===== src/rtl/lm_sm_sequencer_if.sv =====
// Register-file and data-memory port bundle driven by the LM/SM sequencer.
// The master side is the sequencer; the slave side is regfile plus memory.
interface lm_sm_sequencer_if #(
  parameter int DATA_W = 16,
  parameter int ADDR_W = 16
);
  logic [2:0]        reg_read_addr;
  logic [DATA_W-1:0] reg_read_data;
  logic              reg_write_en;
  logic [2:0]        reg_write_dest;
  logic [DATA_W-1:0] reg_write_data;
  logic              mem_req;
  logic              mem_we;
  logic [ADDR_W-1:0] mem_addr;
  logic [DATA_W-1:0] mem_wdata;
  logic [DATA_W-1:0] mem_rdata;
  logic              mem_ready;

  modport master (
    output reg_read_addr, reg_write_en, reg_write_dest, reg_write_data,
    output mem_req, mem_we, mem_addr, mem_wdata,
    input  reg_read_data, mem_rdata, mem_ready
  );

  modport slave (
    input  reg_read_addr, reg_write_en, reg_write_dest, reg_write_data,
    input  mem_req, mem_we, mem_addr, mem_wdata,
    output reg_read_data, mem_rdata, mem_ready
  );
endinterface


===== src/rtl/lm_sm_sequencer.sv =====
// Load/store-multiple sequencer: walks an 8-bit register mask R0..R7, one memory
// beat per cycle, holding the PC until the transfer finishes or times out.
module lm_sm_sequencer #(
  parameter int DATA_W  = 16,
  parameter int ADDR_W  = 16,
  parameter int TIMEOUT = 64
) (
  input  logic              clk,
  input  logic              rst,
  input  logic              start,
  input  logic              is_load,
  input  logic [ADDR_W-1:0] base_addr,
  input  logic [7:0]        reg_mask,
  lm_sm_sequencer_if.master bus,
  output logic              busy,
  output logic              pc_hold,
  output logic              done,
  output logic              err,
  output logic [3:0]        xfer_count
);

  localparam int WAIT_W = (TIMEOUT > 2) ? $clog2(TIMEOUT) : 1;
  localparam logic [WAIT_W-1:0] WAIT_LAST = WAIT_W'(TIMEOUT - 1);

  typedef enum logic [1:0] {IDLE, ACCESS, DONE} state_t;

  state_t            state, state_nxt;
  logic [7:0]        rem_mask;
  logic [ADDR_W-1:0] addr_ptr;
  logic [WAIT_W-1:0] wait_cnt;
  logic              load_q;
  logic              abort_q;
  logic [2:0]        cur_reg;
  logic [7:0]        clr_mask;
  logic              beat;
  logic              timeout_hit;

  // Lowest set bit wins, so R0 is always transferred first.
  function automatic logic [2:0] lowest_set(input logic [7:0] m);
    lowest_set = 3'd0;
    for (int i = 7; i >= 0; i--) begin
      if (m[i]) lowest_set = 3'(i);
    end
  endfunction

  assign cur_reg     = lowest_set(rem_mask);
  assign clr_mask    = rem_mask & ~(8'd1 << cur_reg);
  assign beat        = (state == ACCESS) && bus.mem_ready;
  assign timeout_hit = (TIMEOUT != 0) && (state == ACCESS) && !bus.mem_ready &&
                       (wait_cnt == WAIT_LAST);

  always_ff @(posedge clk) begin
    if (rst) state <= IDLE;
    else     state <= state_nxt;
  end

  always_comb begin
    state_nxt = state;
    case (state)
      IDLE:    if (start) state_nxt = (reg_mask == 8'd0) ? DONE : ACCESS;
      ACCESS:  if ((beat && clr_mask == 8'd0) || timeout_hit) state_nxt = DONE;
      DONE:    state_nxt = IDLE;
      default: state_nxt = IDLE;
    endcase
  end

  always_ff @(posedge clk) begin
    if (rst) begin
      rem_mask   <= 8'd0;
      addr_ptr   <= '0;
      xfer_count <= 4'd0;
      wait_cnt   <= '0;
      load_q     <= 1'b0;
      abort_q    <= 1'b0;
    end else if (state == IDLE && start) begin
      rem_mask   <= reg_mask;
      addr_ptr   <= base_addr;
      xfer_count <= 4'd0;
      wait_cnt   <= '0;
      load_q     <= is_load;
      abort_q    <= 1'b0;
    end else if (state == ACCESS) begin
      if (beat) begin
        rem_mask   <= clr_mask;
        addr_ptr   <= addr_ptr + 1'b1;
        xfer_count <= xfer_count + 4'd1;
        wait_cnt   <= '0;
      end else if (timeout_hit) begin
        abort_q  <= 1'b1;
        wait_cnt <= '0;
      end else begin
        wait_cnt <= wait_cnt + 1'b1;
      end
    end
  end

  // A stalled beat keeps every output at its current value; only wait_cnt moves.
  always_comb begin
    bus.reg_read_addr  = 3'd0;
    bus.reg_write_en   = 1'b0;
    bus.reg_write_dest = 3'd0;
    bus.reg_write_data = '0;
    bus.mem_req        = 1'b0;
    bus.mem_we         = 1'b0;
    bus.mem_addr       = '0;
    bus.mem_wdata      = '0;
    busy               = (state == ACCESS) || (state == DONE);
    done               = (state == DONE);
    err                = (state == DONE) && abort_q;
    if (state == ACCESS) begin
      bus.mem_req       = 1'b1;
      bus.mem_we        = ~load_q;
      bus.mem_addr      = addr_ptr;
      bus.reg_read_addr = cur_reg;
      if (!load_q) bus.mem_wdata = bus.reg_read_data;
      if (load_q && bus.mem_ready) begin
        bus.reg_write_en   = 1'b1;
        bus.reg_write_dest = cur_reg;
        bus.reg_write_data = bus.mem_rdata;
      end
    end
  end

  assign pc_hold = busy;

endmodule


===== src/flat_wrapper.sv =====
// flat-port wrapper written by rule: the top's interface ports become plain ports
module lm_sm_sequencer_flat 
#(
  parameter int DATA_W  = 16,
  parameter int ADDR_W  = 16,
  parameter int TIMEOUT = 64
)
  (clk, rst, start, is_load, base_addr, reg_mask, busy, pc_hold, done, err, xfer_count, bus_reg_read_addr, bus_reg_write_en, bus_reg_write_dest, bus_reg_write_data, bus_mem_req, bus_mem_we, bus_mem_addr, bus_mem_wdata, bus_reg_read_data, bus_mem_rdata, bus_mem_ready);
  lm_sm_sequencer_if #(.DATA_W(DATA_W), .ADDR_W(ADDR_W)) bus_i ();
  input  logic clk;
  input  logic rst;
  input  logic start;
  input  logic is_load;
  input  logic [ADDR_W-1:0] base_addr;
  input  logic [7:0] reg_mask;
  output logic busy;
  output logic pc_hold;
  output logic done;
  output logic err;
  output logic [3:0] xfer_count;
  output wire logic [$bits(bus_i.reg_read_addr)-1:0] bus_reg_read_addr;
  output wire logic [$bits(bus_i.reg_write_en)-1:0] bus_reg_write_en;
  output wire logic [$bits(bus_i.reg_write_dest)-1:0] bus_reg_write_dest;
  output wire logic [$bits(bus_i.reg_write_data)-1:0] bus_reg_write_data;
  output wire logic [$bits(bus_i.mem_req)-1:0] bus_mem_req;
  output wire logic [$bits(bus_i.mem_we)-1:0] bus_mem_we;
  output wire logic [$bits(bus_i.mem_addr)-1:0] bus_mem_addr;
  output wire logic [$bits(bus_i.mem_wdata)-1:0] bus_mem_wdata;
  input wire logic [$bits(bus_i.reg_read_data)-1:0] bus_reg_read_data;
  input wire logic [$bits(bus_i.mem_rdata)-1:0] bus_mem_rdata;
  input wire logic [$bits(bus_i.mem_ready)-1:0] bus_mem_ready;
  assign bus_reg_read_addr = bus_i.reg_read_addr;
  assign bus_reg_write_en = bus_i.reg_write_en;
  assign bus_reg_write_dest = bus_i.reg_write_dest;
  assign bus_reg_write_data = bus_i.reg_write_data;
  assign bus_mem_req = bus_i.mem_req;
  assign bus_mem_we = bus_i.mem_we;
  assign bus_mem_addr = bus_i.mem_addr;
  assign bus_mem_wdata = bus_i.mem_wdata;
  assign bus_i.reg_read_data = bus_reg_read_data;
  assign bus_i.mem_rdata = bus_mem_rdata;
  assign bus_i.mem_ready = bus_mem_ready;
  lm_sm_sequencer #(.DATA_W(DATA_W), .ADDR_W(ADDR_W), .TIMEOUT(TIMEOUT)) u_core (.clk(clk), .rst(rst), .start(start), .is_load(is_load), .base_addr(base_addr), .reg_mask(reg_mask), .bus(bus_i), .busy(busy), .pc_hold(pc_hold), .done(done), .err(err), .xfer_count(xfer_count));
endmodule

===== config.mk =====
export PLATFORM = sky130hd
export DESIGN_NAME = lm_sm_sequencer_flat
export DESIGN_NICKNAME = d
export VERILOG_FILES = /design/src/rtl/lm_sm_sequencer_if.sv /design/src/rtl/lm_sm_sequencer.sv /design/src/flat_wrapper.sv
export SDC_FILE = /design/constraint.sdc
export NUM_CORES = 1
export LEC_CHECK = 0
export ABC_AREA = 0
export CORE_ASPECT_RATIO = 1.5
export CORE_UTILIZATION = 40
export DETAILED_ROUTE_END_ITERATION = 12
export PLACE_DENSITY = 0.81
export SYNTH_ARGS = -nofsm -noshare
export SYNTH_HDL_FRONTEND = slang
export SYNTH_SLANG_ARGS = --single-unit

===== constraint.sdc =====
create_clock -name clk -period 3 [get_ports clk]
set_clock_uncertainty 0.2 [all_clocks]
set_input_delay 0.9 -clock clk [delete_from_list [all_inputs] [get_ports clk]]
set_output_delay 0.9 -clock clk [all_outputs]
set_load 0.01 [all_outputs]

==> impl_metrics.json, run 1 <==
{
  "coreArea_mm2": 0.00579,
  "routed_wl_mm": 7.14,
  "min_period_ns": 2.96,
  "grt_pass1_wl_mm": 11.0,
  "yosysSeqAreaShare_pct": 31.9,
  "mappedNetlistArea_mm2": 0.00238,
  "finalSetupViolCount": 0,
  "dp.cells": 503,
  "num-fill-cells": 535,
  "period_share_pct": 98.6,
  "max_stage_delay_ns": 0.21,
  "grt_max_degree": 25,
  "netlist_instances": 310,
  "cp-startpoint": "bus_mem_ready",
  "routed-wl-met3_um": 603,
  "start_util_pct": 41.2,
  "slew_violations": 0,
  "synth_async_sr_flop_share_pct": 0,
  "cp.arrival_ns": 1.86,
  "crit_path_end_kind": "output port",
  "core.rowCount": 34,
  "path_buf_inv": 4,
  "fin_ws_ns": 0.0415,
  "antenna_found_initial": 0,
  "dr.pass1.iters": 4,
  "avgViaCountPerCell": 5.34,
  "area_delta_synth_final_pct": 59.4,
  "maxCapViolCount": 0,
  "synthTopCellsByArea": "dfxtp_1 32%, and2_1 13%, nor2_1 6.0%",
  "clock.fmax_ghz": 0.338,
  "synth_top_area_cell": "dfxtp_1",
  "irDropWorstVdd_mv": 0.288,
  "rrSetupSlack_ns": 0.82,
  "routedWlPerCell_um": 14.0,
  "port_buffers": 125,
  "clock-sinks": 38,
  "diodes": 0,
  "final_nets": 507,
  "crit_chain": "clkdlybuf4s15_2 -> and2_4 -> nand2_4 -> inv_2 -> buf_12 -> and2_1 -> buf_2",
  "hold_class": "reg -> reg",
  "tightest_slew_ns": 0.444,
  "ant_nets": 0,
  "reg2reg_from": "u_core.state[1]",
  "hpwl_mm": 5.53,
  "fin_tns_setup_ns": 0,
  "yosysTopAreaCellShare_pct": 31.9,
  "cp_top_family": "buffers and inverters",
  "p_leak_nw": 1.59,
  "vias": 2728,
  "drive_above_1_share_pct": 13.4,
  "hold_end": "u_core.abort_q",
  "clk_pin_slew_ns": 0.07,
  "synth-seq-cells": 38,
  "wl_met2_mm": 3.93,
  "r2r_cells": 7,
  "cts_tree": "done",
  "drcViolationCount": 0,
  "required_ns": 1.90,
  "h-tree-depth": 2,
  "clk_latency_ns": 0.28,
  "outcome": "finished, final reports clean",
  "ctsHoldBuffers": 0,
  "synth-edff-count": 0,
  "final_hold_viol_count": 0,
  "gr-total-overflow": 0,
  "grt_setup_unrepaired": "no",
  "cts.path.max_buffers": 2,
  "r2r-end": "u_core.addr_ptr[9]",
  "design.die.area_mm2": 0.00628,
  "synth_cell_types": 43,
  "mappedNetlistNets": 377,
  "root_buffer": "clkbuf_8",
  "numCtsBuffers": 5,
  "worstHoldPathCells": 2,
  "grt_pass1_vias": 2521,
  "die_w_um": 65.0,
  "synthFlopType": "dfxtp_1",
  "cp_max_fo": 17,
  "synth_warnings": 0,
  "relSlewSlack_pct": 70.1,
  "place_congestion": 0.877,
  "track_usage_pct": 22.5,
  "top_layer": "met4",
  "worstHoldStart": "u_core.abort_q",
  "critPathLaunchType": "input port",
  "p_per_area_mw_per_mm2": 386,
  "met1_length_mm": 2.46,
  "syn-mean-instance-area_um2": 7.69,
  "drt_iter0_drc": 132,
  "crit_path_top_delay_cell": "clkdlybuf4s15_2",
  "die_h_um": 96.6,
  "dp_worst_setup_slack_ns": -0.777,
  "criticalPathCategory": "in -> out",
  "final_cells": 511,
  "io_pins": 126
}
-- stage by stage --
| stage | hold WS, ns | cell area (um2) | util, % | power [mW] |
|---|---|---|---|---|
| 6_report | 0.276 | 3800 | 65.7 | 1.47 |
| 5_1_grt | 0.321 | 3800 | 65.7 | 1.55 |
| 4_1_cts | 0.277 | 3770 | 65.2 | 1.46 |
| 3_5_place_dp | 0.260 | 3770 | 65.2 | 1.13 |
| 3_3_place_gp | 0.252 | 3770 | 65.2 | 1.12 |
| 2_1_floorplan | 0.229 | 2380 | - | 0.874 |
-- cells in the mapped netlist (2+ instances only) --
cell       count
and2_1        49
dfxtp_1       38
nor2_1        38
nand2_1       30
a21oi_1       18
clkbuf_1      15
a211oi_1      13
inv_1          9
xnor2_1        8
xor2_1         8
nand3_1        7
nor3_1         7
o21ai_0        7
ha_1           6
nand4_1        6
o31ai_1        5
a311oi_1       4
and3_1         4
o211ai_1       4
buf_2          3
or3_1          3
a2111oi_0      2
and4_1         2
buf_4          2
nand2b_1       2
nor3_2         2
nor4_1         2
-- layout by cell type (no fill, tap or decap), types with 6 or more instances in the layout --
cell type        count
buf_2               16
buf_4               16
clkbuf_8             6
inv_1                7
xor2_1               8
nand3_1              7
a211oi_1            13
dlygate4sd2_1       19
nand2_1             29
nor2_1              37
dfxtp_1             37
nand4_1              6
nor3_1               7
a21oi_1             18
o21ai_0              7
and2_1              48
clkdlybuf4s50_1     85
xnor2_1              8
-- final cells by class --
| type | instances | area [um2] | area share, % |
|---|---|---|---|
| inverter | 9 | 33.8 | 0.889 |
| clock buffer | 6 | 82.6 | 2.17 |
| sequential | 38 | 762 | 20.0 |
| multi-input combinational | 243 | 1530 | 40.4 |
| timing repair buffer | 143 | 1300 | 34.2 |
| tap | 72 | 90.1 | 2.37 |
-- how the worst max path moves through the flow --
stage,to,slack [ns],cells past startpoint
6_report,bus_reg_write_data[9],0.04,7
3_5_place_dp,bus_reg_write_data[9],-0.78,7
2_1_floorplan,bus_reg_write_data[10],0.08,6
4_1_cts,bus_reg_write_dest[0],0.007,6
5_1_grt,bus_mem_we,0.002,6
3_3_place_gp,bus_reg_write_dest[1],-0.75,5
-- metal layers --
layer / GRT usage (%) / up-vias
met4: 7.97 / 0
met2: 45.4 / 134
met3: 3.76 / 11
li1: - / 1341
met5: 0 / -
met1: 22.7 / 1242
-- cell families after synthesis --
group / Yosys count / share of synthesized area [%]
and+or+nand+nor: 159 / 36.3
AOI/OAI and AO/OA: 62 / 17.7
DFF: 38 / 31.9
buffers and inverters: 29 / 5.04
xor gates and xnor gates: 16 / 5.88
adders and majority gates: 6 / 3.15
-- state kept, by name, indices dropped and copies added, names as in the netlist --
signal and flops:
u_core.addr_ptr 16, u_core.rem_mask 8, u_core.wait_cnt 6, u_core.xfer_count 4, u_core.state 2, u_core.abort_q 1, u_core.load_q 1
-- report_power, final --
| part | switching [mW] | internal [mW] |
|---|---|---|
| registers | 0.0615 | 0.552 |
| clock network | 0.168 | 0.177 |
| logic | 0.239 | 0.270 |
-- worst reg2reg max path: stages (launching register included) --
cell	delay (ns)
dfxtp_1	0.32
inv_1	0.07
ha_2	0.22
and2_4	0.17
buf_4	0.21
nand4_4	0.21
or3_1	0.40
a311oi_1	0.29
-- repair_timing --
item	CTS	global route
setup endpoints to repair	39	5
pin swaps	2	1
resized for setup	98	10
buffers inserted	1	1
Power figures use the tool's default switching activity.
==> inputs of run 2 (changes only) <==
CELL_PAD_IN_SITES_DETAIL_PLACEMENT = 1   (was unset)
CELL_PAD_IN_SITES_GLOBAL_PLACEMENT = 1   (was unset)
CORE_UTILIZATION = 27   (was 40)
CTS_CLUSTER_SIZE = 30   (was unset)
PLACE_DENSITY = unset   (was 0.81)
PLACE_DENSITY_LB_ADDON = 0.1   (was unset)
==> run 2 against run 1 <==
  * Count of clock-buffer cells in the layout shrank 1
  * Combinational power is 4.1% higher
  * First-iteration DRC count down 45%
  * Largest cell class unchanged
==> impl_metrics.json, run 2 (same netlist as run 1, synthesis figures left out) <==
{
  "outcome": "finished, final reports clean",
  "cts_tree": "done",
  "largest_reg_flops": 16,
  "relSlewSlack_pct": 67.7,
  "drt_iter0_drc": 73,
  "max_stage_delay_ns": 0.20,
  "start_util_pct": 28.2,
  "port_buffers": 125,
  "core.rowCount": 41,
  "dr.pass1.iters": 4,
  "die_w_um": 78.7,
  "crit_chain": "clkdlybuf4s15_2 -> and2_4 -> nand2_4 -> inv_2 -> buf_12 -> and2_1 -> buf_2",
  "cp_top_family": "buffers and inverters",
  "track_usage_pct": 18.8,
  "slew_violations": 0,
  "routed_wl_mm": 8.41,
  "criticalPathCategory": "in -> out",
  "grt_pass1_vias": 2828,
  "crit_path_top_delay_cell": "clkdlybuf4s15_2",
  "layout_common_cells": "78 x clkdlybuf4s50_1, 48 x and2_1, 38 x dfxtp_1",
  "routedWlPerCell_um": 15.3,
  "finalSetupViolCount": 0,
  "grt_max_degree": 39,
  "combPwrFrac_pct": 32.2,
  "avgViaCountPerCell": 4.93,
  "intPower_mw": 1.13,
  "clk_pin_slew_ns": 0.06,
  "final_hold_viol_count": 0,
  "io_pins": 126,
  "p_switching_uw": 509,
  "p_clk_share_pct": 30.5,
  "antenna_found_initial": 0,
  "coreArea_mm2": 0.00846,
  "root_buffer": "clkbuf_16",
  "top_register": "u_core.addr_ptr",
  "hpwl_mm": 6.54,
  "required_ns": 1.90,
  "die_h_um": 117,
  "period_share_pct": 98.1,
  "irDropWorstVdd_mv": 0.242,
  "ant_nets": 0,
  "hold_class": "reg -> reg",
  "final_common_cell": "clkdlybuf4s50_1",
  "tightest_slew_ns": 0.479,
  "p_per_area_mw_per_mm2": 417,
  "final_nets": 511,
  "num-fill-cells": 1022,
  "grt_setup_unrepaired": "yes",
  "critPathLaunchType": "input port",
  "maxCapViolCount": 0,
  "drive_above_1_share_pct": 13.7,
  "fin_tns_setup_ns": 0,
  "ctsHoldBuffers": 0,
  "numCtsBuffers": 5,
  "path_buf_inv": 4,
  "switching_share_pct": 31.0,
  "gr-total-overflow": 0,
  "final_core_util_pct": 46.5,
  "diodes": 0,
  "clk_latency_ns": 0.28,
  "top_regs": "u_core.addr_ptr x16, u_core.rem_mask x8, u_core.wait_cnt x6",
  "clock.fmax_ghz": 0.340,
  "crit_path_end_kind": "output port",
  "drcViolationCount": 0,
  "area_delta_synth_final_pct": 65.2,
  "grt_pass1_wl_mm": 13.6,
  "vias": 2716,
  "design.die.area_mm2": 0.00922,
  "clock-sinks": 38,
  "p_seq_share_pct": 37.2,
  "min_period_ns": 2.94,
  "cp_max_fo": 17,
  "cts.path.max_buffers": 2,
  "hold_ws_ns": 0.277,
  "cp.arrival_ns": 1.84,
  "h-tree-depth": 2,
  "p_leak_nw": 1.72,
  "place_congestion": 0.851
}
## run 2: cell count changes in the layout (fill, tap and decap cells not counted), moves of 2 or more
cell             before  now
buf_2                16   18
dlymetal6s2s_1        2    6
clkinv_2              0    2
clkbuf_8              6    0
buf_6                 1    3
dlygate4sd2_1        19   22
clkbuf_16             0    5
clkdlybuf4s50_1      85   78
## run 2: layout make-up
type,instances,area (um2),share of cell area [%]
multi-input combinational,243,1530,38.7
timing repair buffer,147,1350,34.3
sequential,38,761,19.3
tap,107,134,3.40
clock buffer,5,125,3.18
inverter,9,33.8,0.857
clock inverter,2,10.0,0.254
## run 2: final timing paths
path	start	endpoint	slack [ns]	depth (start not counted)
max	bus_mem_ready	bus_reg_write_data[5]	0.06	7
min	u_core.abort_q	u_core.abort_q	0.28	2
max reg2reg	u_core.state[1]	u_core.addr_ptr[9]	0.82	7
min reg2reg	u_core.abort_q	u_core.abort_q	0.28	2
## run 2: per-stage QoR
step	cells	power [mW]	worst slack, ns	cell area [um2]
floorplan	310	0.874	0.0843	2380
global placement	542	1.14	-0.754	3860
detailed placement	542	1.16	-0.780	3860
CTS	551	1.67	0.000270	3930
global route	551	1.74	-0.00485	3940
finish	551	1.64	0.0578	3940
## run 2: metal layers
metal | track usage, % | up-vias | part of all wire (%)
li1 | - | 1344 | -
met1 | 20.1 | 1290 | 38
met2 | 37.6 | 80 | 56
met3 | 3.26 | 2 | 5.2
met4 | 4.57 | 0 | 0.54
met5 | 0 | - | 0
## run 2: power by group through the flow
stage | Sequential, mW | Clock (mW) | Combinational (mW)
after CTS | 0.612 | 0.520 | 0.537
after global routing | 0.620 | 0.538 | 0.586
after floorplan | 0.605 | 0 | 0.269
final | 0.612 | 0.501 | 0.530
after detailed placement | 0.622 | 0 | 0.535
after global placement | 0.617 | 0 | 0.527
## run 2: worst reg2reg max path: cells and delay by family (launching register included)
family | cells | cell delay [ns]
compound gates | 1 | 0.29
buf+inv | 2 | 0.31
fa+ha+maj | 1 | 0.19
flops | 1 | 0.31
simple gates | 3 | 0.78
## run 2: repair_timing
action,in CTS,in global routing
setup endpoints to repair,42,18
buffers inserted,1,0
cloned,1,0
pin swaps,2,1
hold endpoints to repair,0,0
gates resized for setup,107,9
==> inputs of run 3 (changes only) <==
ABC_AREA = 1   (was 0)
CTS_CLUSTER_DIAMETER = 200   (was unset)
==> run 3 against run 2 <==
  * Synthesized area increased by 8.8%
  * Count of clock-buffer cells in the layout increased by 2
  * Critical endpoint is now bus_mem_wdata[1]
  * Worst setup slack improved by 0.027 ns
  * Clock power increased by 8.6%
  * Hold slack improved by 0.00084 ns
  * Largest cell class unchanged
  * Sequential cell count unchanged
  * Core utilization decreased by 2.4 points
  * Final area increased by 4.2%
  * Register-to-register slack improved by 0.07 ns
  * First-iteration DRC count increased by 56%
==> impl_metrics.json, run 3 <==
{
  "irDropWorstVdd_mv": 0.278,
  "yosysSeqAreaShare_pct": 29.3,
  "clk_latency_ns": 0.28,
  "final_hold_viol_count": 0,
  "yosys.cell_count.top_type": "nand2_1",
  "coreArea_mm2": 0.00931,
  "top_regs": "u_core.addr_ptr x16, u_core.rem_mask x8, u_core.wait_cnt x6",
  "root_buffer": "clkbuf_16",
  "met2_usage_pct": 36.9,
  "drcViolationCount": 0,
  "clk_pin_slew_ns": 0.06,
  "io_pins": 126,
  "r2r_cells": 13,
  "critPathLaunchType": "input port",
  "vias": 3217,
  "outcome": "finished, final reports clean",
  "place_congestion": 0.770,
  "synthSimpleGateAreaFrac_pct": 37.1,
  "synth_async_sr_flop_share_pct": 0,
  "period_share_pct": 97.2,
  "routedWlPerCell_um": 14.4,
  "slew_violations": 0,
  "grt_pass1_wl_mm": 15.0,
  "dp.cells": 663,
  "synth_top_family_by_area": "simple AND/OR/NAND/NOR gates",
  "cp_max_fo": 1,
  "synth_warnings": 0,
  "grt_use_met1_pct": 20.9,
  "hold_ws_ns": 0.278,
  "crit_path_end_kind": "output port",
  "crit_chain": "clkdlybuf4s50_1 -> nand2_1 -> nor2_1 -> dlygate4sd2_1",
  "synthTopCellsByArea": "dfxtp_1 29%, nand2_1 15%, nor2_1 11%",
  "clock.fmax_ghz": 0.343,
  "track_usage_pct": 19.5,
  "synth-seq-cells": 38,
  "layout_common_cells": "104 x nand2_1, 84 x clkdlybuf4s50_1, 73 x nor2_1",
  "multi_input_area_mm2": 0.00150,
  "cp.arrival_ns": 1.82,
  "antenna_found_initial": 0,
  "synth-xor-area-share_pct": 2.03,
  "area_delta_synth_final_pct": 58.3,
  "relSlewSlack_pct": 71.9,
  "start_util_pct": 27.9,
  "diodes": 0,
  "mappedNetlistArea_mm2": 0.00259,
  "yosysTopAreaCellShare_pct": 29.3,
  "die_h_um": 122,
  "power.total_mw": 1.67,
  "clock-sinks": 38,
  "p_per_area_mw_per_mm2": 406,
  "max_stage_delay_ns": 0.50,
  "synth_top_area_cell": "dfxtp_1",
  "required_ns": 1.90,
  "seqCellArea_um2": 761,
  "core.rowCount": 43,
  "num-fill-cells": 1223,
  "port_buffers": 125,
  "synth_commonest_cells": "105 x nand2_1, 75 x nor2_1, 65 x inv_1",
  "cts_tree": "done",
  "ctsHoldBuffers": 0,
  "synth_cell_types": 37,
  "synth_adder_area_share_pct": 2.89,
  "worstHoldPathCells": 2,
  "synth-edff-count": 0,
  "numCtsBuffers": 5,
  "synth-compound-area-share_pct": 15.3,
  "grt_max_degree": 23,
  "mappedNetlistNets": 495,
  "ant_nets": 0,
  "dr.pass1.iters": 4,
  "hold_class": "reg -> reg",
  "final_nets": 628,
  "design.die.area_mm2": 0.0100,
  "criticalPathCategory": "in -> out",
  "p_leak_nw": 1.96,
  "crit_path_top_delay_cell": "clkdlybuf4s50_1",
  "avgViaCountPerCell": 4.77,
  "drive_above_1_share_pct": 12.8,
  "routed_wl_mm": 9.70,
  "finalSetupViolCount": 0,
  "final_common_cell": "nand2_1",
  "largest_reg_flops": 16,
  "tightest_slew_ns": 0.420,
  "drt_iter0_drc": 114,
  "netlist_instances": 428,
  "cts.path.max_buffers": 2,
  "top_register": "u_core.addr_ptr",
  "final_cells": 674,
  "min_period_ns": 2.92,
  "maxCapViolCount": 0,
  "syn-mean-instance-area_um2": 6.06,
  "grt_pass1_vias": 3188,
  "grt_setup_unrepaired": "no",
  "hpwl_mm": 7.65,
  "die_w_um": 82.0,
  "grt.busiest_layer": "met2",
  "gr-total-overflow": 0,
  "synthFlopType": "dfxtp_1",
  "synth.area.mux_share_pct": 0,
  "h-tree-depth": 2,
  "final_core_util_pct": 44.1,
  "use_met3_pct": 4.19
}
==> run 3: cell types whose count changed after synthesis, sizes merged, moves of 6 or more <==
cell	before	now
a211oi	13	3
a31oi	1	7
and2	49	0
inv	9	70
nand2	30	109
nand3	7	16
nor2	38	81
o21ai	7	18
xnor2	8	0
==> run 3: logic make-up after synthesis <==
group | count (synthesis)
simple gates | 224
buf+inv | 90
compound gates | 64
flops | 38
xor+xnor | 6
fa+ha+maj | 6
==> run 3: layout make-up <==
type / instances / share of cell area, %
clock buffer: 7 / 3.47
multi-input combinational: 300 / 36.6
tap: 112 / 3.41
timing repair inverter: 1 / 0.213
sequential: 38 / 18.5
timing repair buffer: 142 / 30.8
inverter: 73 / 6.80
clock inverter: 1 / 0.122
==> run 3: power by group <==
part / switching, mW / internal (mW)
Clock: 0.214 / 0.330
Sequential: 0.0478 / 0.546
Combinational: 0.289 / 0.241
==> run 3: critical path, delay by kind of cell <==
family / cells / cell delay (ns)
buf+inv: 2 / 0.77
simple gates: 2 / 0.14
==> run 3: layer usage <==
| metal | vias up | share of wire [%] |
|---|---|---|
| met4 | 0 | 1.0 |
| met5 | - | 0 |
| met3 | 6 | 7.7 |
| met2 | 103 | 52 |
| li1 | 1606 | - |
| met1 | 1502 | 40 |
==> run 3: worst paths after layout <==
check	startpoint	endpoint	slack (ns)
setup reg to reg	u_core.state[1]	u_core.wait_cnt[3]	0.89
setup / recovery	bus_reg_read_data[1]	bus_mem_wdata[1]	0.08
hold reg to reg	u_core.abort_q	u_core.abort_q	0.28
hold / removal	u_core.abort_q	u_core.abort_q	0.28
==> run 3: timing repair <==
item                       4_1_cts  5_1_grt
gates cloned                     1        0
setup buffers                    2        0
setup endpoints to repair       40       35
resized for setup               67       25
pin swaps                        1        0
==> run 3: through the flow <==
stage | setup WS (ns) | instance area, um2 | setup TNS [ns]
3_3_place_gp | -0.721 | 4030 | -16.16
2_1_floorplan | 0.0282 | 2590 | 0
3_5_place_dp | -0.788 | 4030 | -17.35
6_report | 0.0846 | 4110 | 0
4_1_cts | 0.00649 | 4190 | 0
5_1_grt | 0.00637 | 4110 | 0
